[src/rtl/frame_ctrl.sv]
// frame_ctrl: frame sequencer gating line-buffer windows into the core with result credit tracking.
// Optional FRAME_SEG_COUNT_EN enables the completed-frame BCD display counter.
`default_nettype none

module frame_ctrl #(
  parameter int IMG_W   = 640,
  parameter int IMG_H   = 480,
  parameter int MAX_OUT = 8
) (
  input  logic       clk,
  input  logic       rst_n,
  input  logic       start_i,
  input  logic       preprocess_done_i,
  input  logic       buf_valid_i,
  output logic       buf_rd_o,
  input  logic       core_ready_i,
  output logic       win_valid_o,
  input  logic       core_valid_i,
  output logic [2:0] state_o,
  output logic [9:0] cnt_col_o,
  output logic [9:0] cnt_row_o,
  output logic       busy_o,
  output logic       frame_done_o,
  output logic       err_o,
  output logic       n_segment_up_o,
  output logic [3:0] seg_cnt_o
);

  localparam logic [2:0] S_IDLE    = 3'd0;
  localparam logic [2:0] S_PRELOAD = 3'd1;
  localparam logic [2:0] S_STREAM  = 3'd2;
  localparam logic [2:0] S_DRAIN   = 3'd3;
  localparam logic [2:0] S_DONE    = 3'd4;

  localparam logic [9:0] COL_LAST = 10'(IMG_W - 1);
  localparam logic [9:0] ROW_LAST = 10'(IMG_H - 1);
  localparam logic [3:0] CREDIT   = 4'(MAX_OUT);

  logic [2:0] state;
  logic [2:0] next_state;
  logic [3:0] out_cnt;
  logic       frame_start;
  logic       last_xfer;

  assign frame_start = (state == S_IDLE) && start_i;
  assign last_xfer   = buf_rd_o && (cnt_col_o == COL_LAST) && (cnt_row_o == ROW_LAST);
  assign state_o     = state;

  always_ff @(posedge clk or negedge rst_n) begin
    if (!rst_n) state <= S_IDLE;
    else        state <= next_state;
  end

  always_comb begin
    next_state = state;
    case (state)
      S_IDLE:    if (start_i)           next_state = S_PRELOAD;
      S_PRELOAD: if (preprocess_done_i) next_state = S_STREAM;
      S_STREAM:  if (last_xfer)         next_state = S_DRAIN;
      S_DRAIN:   if (out_cnt == 4'd0)   next_state = S_DONE;
      S_DONE:                           next_state = S_IDLE;
      default:                          next_state = S_IDLE;
    endcase
  end

  // Window gating depends only on registered state/credit and live buffer/core handshakes.
  always_comb begin
    win_valid_o = 1'b0;
    buf_rd_o    = 1'b0;
    if ((state == S_STREAM) && buf_valid_i && (out_cnt < CREDIT)) begin
      win_valid_o = 1'b1;
      buf_rd_o    = core_ready_i;
    end
  end

  // Row reaches IMG_H after the final wrap and holds there since no further transfers occur.
  always_ff @(posedge clk or negedge rst_n) begin
    if (!rst_n) begin
      cnt_col_o <= 10'd0;
      cnt_row_o <= 10'd0;
    end else if (frame_start) begin
      cnt_col_o <= 10'd0;
      cnt_row_o <= 10'd0;
    end else if (buf_rd_o) begin
      if (cnt_col_o == COL_LAST) begin
        cnt_col_o <= 10'd0;
        cnt_row_o <= cnt_row_o + 10'd1;
      end else begin
        cnt_col_o <= cnt_col_o + 10'd1;
      end
    end
  end

  always_ff @(posedge clk or negedge rst_n) begin
    if (!rst_n) begin
      out_cnt <= 4'd0;
      err_o   <= 1'b0;
    end else if (frame_start) begin
      out_cnt <= 4'd0;
      err_o   <= 1'b0;
    end else begin
      case ({buf_rd_o, core_valid_i})
        2'b10: out_cnt <= out_cnt + 4'd1;
        2'b01: begin
          if (out_cnt == 4'd0) err_o   <= 1'b1;
          else                 out_cnt <= out_cnt - 4'd1;
        end
        default: out_cnt <= out_cnt;
      endcase
    end
  end

  always_ff @(posedge clk or negedge rst_n) begin
    if (!rst_n) begin
      busy_o       <= 1'b0;
      frame_done_o <= 1'b0;
    end else begin
      busy_o       <= (next_state != S_IDLE);
      frame_done_o <= (next_state == S_DONE);
    end
  end

`ifdef FRAME_SEG_COUNT_EN
  logic enter_done;
  assign enter_done = (next_state == S_DONE);

  always_ff @(posedge clk or negedge rst_n) begin
    if (!rst_n) begin
      n_segment_up_o <= 1'b1;
      seg_cnt_o      <= 4'd0;
    end else begin
      n_segment_up_o <= !enter_done;
      if (enter_done) seg_cnt_o <= (seg_cnt_o == 4'd9) ? 4'd0 : seg_cnt_o + 4'd1;
    end
  end
`else
  assign n_segment_up_o = 1'b1;
  assign seg_cnt_o      = 4'd0;
`endif

endmodule

`default_nettype wire

[config.mk]
export PLATFORM = sky130hd
export DESIGN_NAME = frame_ctrl
export DESIGN_NICKNAME = d
export VERILOG_FILES = /design/src/rtl/frame_ctrl.sv
export SDC_FILE = /design/constraint.sdc
export NUM_CORES = 1
export LEC_CHECK = 0
export ABC_AREA = 1
export BUFFER_PORTS_ARGS = -buffer_cell sky130_fd_sc_hd__buf_2
export CORE_MARGIN = 4
export CORE_UTILIZATION = 53
export DETAILED_ROUTE_END_ITERATION = 6
export PLACE_DENSITY = 0.78
export SETUP_SLACK_MARGIN = 0.2
export SYNTH_ARGS = -nofsm -noshare
export SYNTH_HDL_FRONTEND = slang
export SYNTH_SLANG_ARGS = --single-unit
[constraint.sdc]
create_clock -name clk -period 2.2 [get_ports clk]
set_input_delay 0.11 -clock clk [delete_from_list [all_inputs] [get_ports clk]]
set_output_delay 0.11 -clock clk [all_outputs]
set_load 0.01 [all_outputs]
Word level (Yosys, flattened, before mapping)
Index checks and enable logic that the tools add are counted.
- memories kept: 0
- logic and storage cells: 56
- latch bits: 0
- output and inout port bits: 33
- ROM bits: 0
- register bits after elaboration: 30
- input bits: 7
- RAM bits: 0
- reduce and logical (&&, ||, !) cells: 16
- equality and inequality tests: 9
- bitwise logic cells: 0
- muxes and demuxes: 19
- divide/modulo/power cells: 0
- $mul: 0
- $lt $le $gt $ge: 1
- add/subtract/negate cells: 4
- shifts and indexed selects: 0
- operators with widths (operator ; number):
    $mux 10 ; 6
    $add 10x1->10 const B ; 2
    $mux 3 ; 4
    $pmux 3 s4 ; 1
    $eq 10x10->1 const B ; 1
    $eq 10x9->1 const B ; 1
    $mux 4 ; 2
    $pmux 4 s2 ; 1
    $reduce_bool 2->1 ; 4
    $eq 3x2->1 const B ; 2
    $reduce_and 2->1 ; 3
    $reduce_bool 3->1 ; 2
    $logic_and 1x1->1 ; 5
    $mux 1 ; 5
    $add 4x1->4 const B ; 1
    $logic_not 4->1 ; 1
    $lt 4x4->1 const B ; 1
    $sub 4x1->4 const B ; 1
    $eq 3x1->1 const B ; 1
    $eq 3x3->1 const B ; 1
    $logic_not 3->1 ; 1
    $ne 3x3->1 const B ; 1
    $eq 2x1->1 const B ; 1
    $eq 2x2->1 const B ; 1

Logic depth before layout (Yosys ltp)
- depth in word-level cells: 9
- gate-level depth with buffers: 15
- mapped depth without buffers: 15

Worst setup path after synthesis
OpenSTA, ideal clock, no wires.
- path type: register to register
- from: register state[2], in the netlist state_o[2]
- to: register out_cnt[3]
- library setup time: 0.117 ns
- setup slack: 0.232 ns
- cell stages (with the launch flop): 16
- buffers on the path: 0
- required time: 2.083 ns
- data arrival time: 1.851 ns
- cells stage by stage: dfrtp_1 -> inv_1 -> nand2_1 -> nor2_4 -> nand3_4 -> nand2_2 -> inv_2 -> ha_1 -> nand2_1 -> nand2_1 -> a31oi_1 -> inv_1 -> nand3_1 -> nand2_1 -> nand2_1 -> nand2_1
- longest elaborated chain between the ends: 7
- ends and longest elaborated chain (item ; RTL line ; RTL):
    start, declared ; 39 ; logic [2:0] state;
    start signal, assigned ; 51 ; else state <= next_state;
    $eq 3x2->1 ; 70 ; if ((state == S_STREAM) && buf_valid_i && (out_cnt < CREDIT)) begin
    $logic_and 1x1->1 (2 in series) ; 70 ;
    $mux 1 ; 70 ;
    $eq 2x1->1 / $eq 2x2->1 (equally long branches) ; 102 ; case ({buf_rd_o, core_valid_i})
    $pmux 4 s2 (tied with other cells) ; 102 ;
    $mux 4 / $reduce_and 2->1 (equally long branches) ; -- ;
    end signal, assigned ; 103 ; 2'b10: out_cnt <= out_cnt + 4'd1;
    end signal, assigned ; 106 ; else out_cnt <= out_cnt - 4'd1;
    end signal, assigned ; 108 ; default: out_cnt <= out_cnt;
    end, declared ; 41 ; logic [3:0] out_cnt;
Several ways; a longest one is shown, not always the timed one.
A chain may end at the register's enable or synchronous reset.

Worst setup path in the final report
Ends and elaborated chain as after synthesis.

==> impl_metrics.yaml <==
power_and_ir_drop:
  power.share.switching: 0.428
  clock_power_share: 0.165
  pwr-share-seq: 0.405
  power_switching_w: 0.000799
  leakagePower_nw: 1.15
  p_int_w: 0.00107
  p_comb_frac: 0.430
  power_density_nw_per_um2: 875
  vdd_ir_drop_max_uv: 593
hold_path:
  min_path_type: "in -> reg"
  hold_path_depth: 4
clocking:
  cts_tree: "yes"
  htreeDepth: 2
  numCtsBuffers: 5
  clk_latency_ns: 0.34
  clk_path_buf_depth: 2
  clock-sinks: 30
  clkTransAtPathRegs_ns: 0.09
  cts_root_buf: "clkbuf_4"
synth:
  ys_seq_elements: 30
  synth_area_um2: 1830
  synth_top_area_share: 0.411
  synthTopCellsByArea: "dfrtp_1 41%, nand2_1 12%, inv_1 6.0%"
  synth_cell_types: 34
  synth-seq-area-share: 0.411
  ys_warn_count: 0
  syn_avg_cell_area_um2: 7.85
  synth_cells: 233
  synth_top_cell_by_area: "dfrtp_1"
routing:
  drt-vias-per-instance: 5.06
  wire_per_inst_um: 11.9
  antenna_left: 0
  drcViolationCount: 0
  routed_wl_um: 3830
  wl_met2_um: 1800
  met1_length_um: 1690
  initialDrtViolationCount: 85
  wl_met3_um: 268
  firstDrtPassIters: 4
  num_vias: 1629
  highest_layer: "met4"
job:
  maxCapViolCount: 0
global_route:
  grt_max_degree: 31
  grt_usage: 0.195
  first_global_vias: 1421
  grt_pass1_wl_um: 6380
  grt_remaining_overflow: 0
  antenna_found_initial: 0
timing:
  maxSlewViolCount: 0
  setup_ws_ns: 0.393
  fmax_ghz: 0.553
  relSlewSlack: 0.555
  grt_setup_unrepaired: "no"
  skew_ns: 0.00490
  final.period_utilization: 0.821
  finalHoldViolations: 0
  fin_hold_ws_ns: 0.189
  fin_setup_tns_ns: 0
  worst_pin_slew_ns: 0.668
  layout_min_cycle_time_ns: 1.81
  setup_violations: 0
layout:
  area_delta_synth_final_pct: 16.7
  final_area_um2: 2130
  drive_above_1_share: 0.236
  nets: 288
  num_antenna_cells: 0
  fill_cells: 309
setup_path:
  cpMostUsedCell: "nand2_1"
  worst-path-max-fanout: 4
  end_kind: "flop"
  worst_path_largest_cell_delay_ns: 0.39
  critical-path-top-delay-family: "simple AND/OR/NAND/NOR gates"
  slowest_stage: "dfrtp_1"
  worst-path-buf-inv: 3
  start_kind: "flop"
  rrSetupSlack_ns: 0.39
  cp_cell_sequence: "inv_1 > nand2_1 > nor2_4 > nand3_4 > nand2_2 > inv_2 > ha_4 > nand2_1 > nand2_1 > a31oi_2 > inv_1 > nand3_1 > nand2_1 > nand2_1 > nand2_1"
  rr_worst_depth: 15
  path_class: "reg -> reg"
  cp.depth: 15
  worstPathRequired_ns: 2.44
  worstPathArrival_ns: 2.05
placement:
  portBuffers: 34
  gp_congestion: 0.882
  placed_area_um2: 2040
  hpwl_um: 2890
  dp_slack_ns: 0.298
die:
  die_h_um: 66.7
  start_util: 0.548
  fp.dieW_um: 66.7
  die-area_um2: 4450
  core_um2: 3340
  fp-row-count: 21
  io_pins: 40
outcome:
  outcome: "completed"
cell families (layout without fill, tap and decap cells):
family          Yosys count  after routing  synth area share
buf+inv                  38             78            0.0903
other cells               2              5           0.00411
flops                    30             30             0.411
compound gates           27             27            0.0890
simple gates            123            123             0.329
xor+xnor                  8              8            0.0383
fa+ha+maj                 5              5            0.0383
what timing repair did:
item,in CTS,in global routing
endpoints found under the hold margin,31,0
resized for setup,0,2
endpoints found under the setup margin,0,1
hold buffers,2,0
buffers inserted,0,1
final timing paths:
check,start,to
hold / removal,core_valid_i,err_o
setup / recovery,state_o[2],out_cnt[3]
setup reg to reg,state_o[2],out_cnt[3]
hold reg to reg,err_o,err_o
min in group asynchronous,rst_n,cnt_col_o[1]
max in group asynchronous,rst_n,cnt_col_o[9]
worst min-delay path, stage by stage:
cell and delay (ns):
buf_2 0.12, nand2_2 0.07, nor2_1 0.09, o21a_1 0.11
sequential cells by signal, indices dropped and copies added (netlist names):
name and count:
cnt_row_o 10, busy_o 1, cnt_col_o 10, frame_done_o 1
state_o 3, out_cnt 4, err_o 1
cells in the mapped netlist:
library cell,count
nand3_2,1
o21ai_1,3
nor2_4,4
nand3b_1,1
nand3_1,18
a21oi_2,1
o21ai_0,12
a22o_1,1
nor2_1,20
inv_4,1
nor3_1,5
xor2_1,7
conb_1,2
o21a_1,1
buf_4,5
inv_1,29
nand4_1,6
nor2_2,2
o21ai_4,1
nand2_4,1
nand2_1,58
inv_2,2
nand2_2,4
o211a_1,1
fa_1,1
a21oi_1,6
nor2_8,1
buf_2,1
ha_1,4
xnor2_1,1
dfrtp_1,30
a31oi_1,1
nor3b_1,1
nand3_4,1
cell type report:
cell class	instances	area, um2	area share
multi-input cells	168	942	0.442
flip-flops and latches	30	751	0.352
repair buffers	39	213	0.0997
inverters	32	123	0.0575
well taps	46	57.6	0.0270
clock buffers	5	37.5	0.0176
clock inverters	2	10.0	0.00469
power groups by stage:
stage                     clock [W]  sequential [W]  combinational (W)
after global routing       0.000347        0.000776           0.000908
after global placement            0        0.000756           0.000751
after detailed placement          0        0.000760           0.000772
final                      0.000308        0.000755           0.000802
after floorplan                   0        0.000783           0.000516
after CTS                  0.000322        0.000751           0.000775
through the flow:
stage | power (W) | cells | utilization
global placement | 0.00151 | 312 | 0.611
finish | 0.00187 | 322 | 0.639
CTS | 0.00185 | 321 | 0.631
global route | 0.00203 | 322 | 0.639
detailed placement | 0.00153 | 312 | 0.611
floorplan | 0.00130 | 236 | -
layer usage:
metal / vias up / GRT usage
li1: 824 / -
met1: 754 / 0.243
met2: 44 / 0.298
met3: 7 / 0.0691
met4: 0 / 0.0914
met5: - / 0
layout by cell type (no fill, tap or decap), types with 2 or more instances in the layout:
| cell type | count |
|---|---|
| inv_1 | 29 |
| nand2_2 | 4 |
| dfrtp_1 | 30 |
| o21ai_1 | 3 |
| a21oi_1 | 6 |
| nand4_1 | 6 |
| inv_2 | 2 |
| nor2_4 | 4 |
| ha_1 | 3 |
| dlygate4sd3_1 | 2 |
| conb_1 | 5 |
| buf_2 | 34 |
| nand3_1 | 18 |
| clkbuf_4 | 5 |
| buf_4 | 3 |
| nand2_1 | 58 |
| nor2_2 | 2 |
| clkinv_2 | 2 |
| nor3_1 | 5 |
| nor2_1 | 20 |
| xor2_1 | 7 |
| o21ai_0 | 12 |
(Power assumes the default switching activity.)
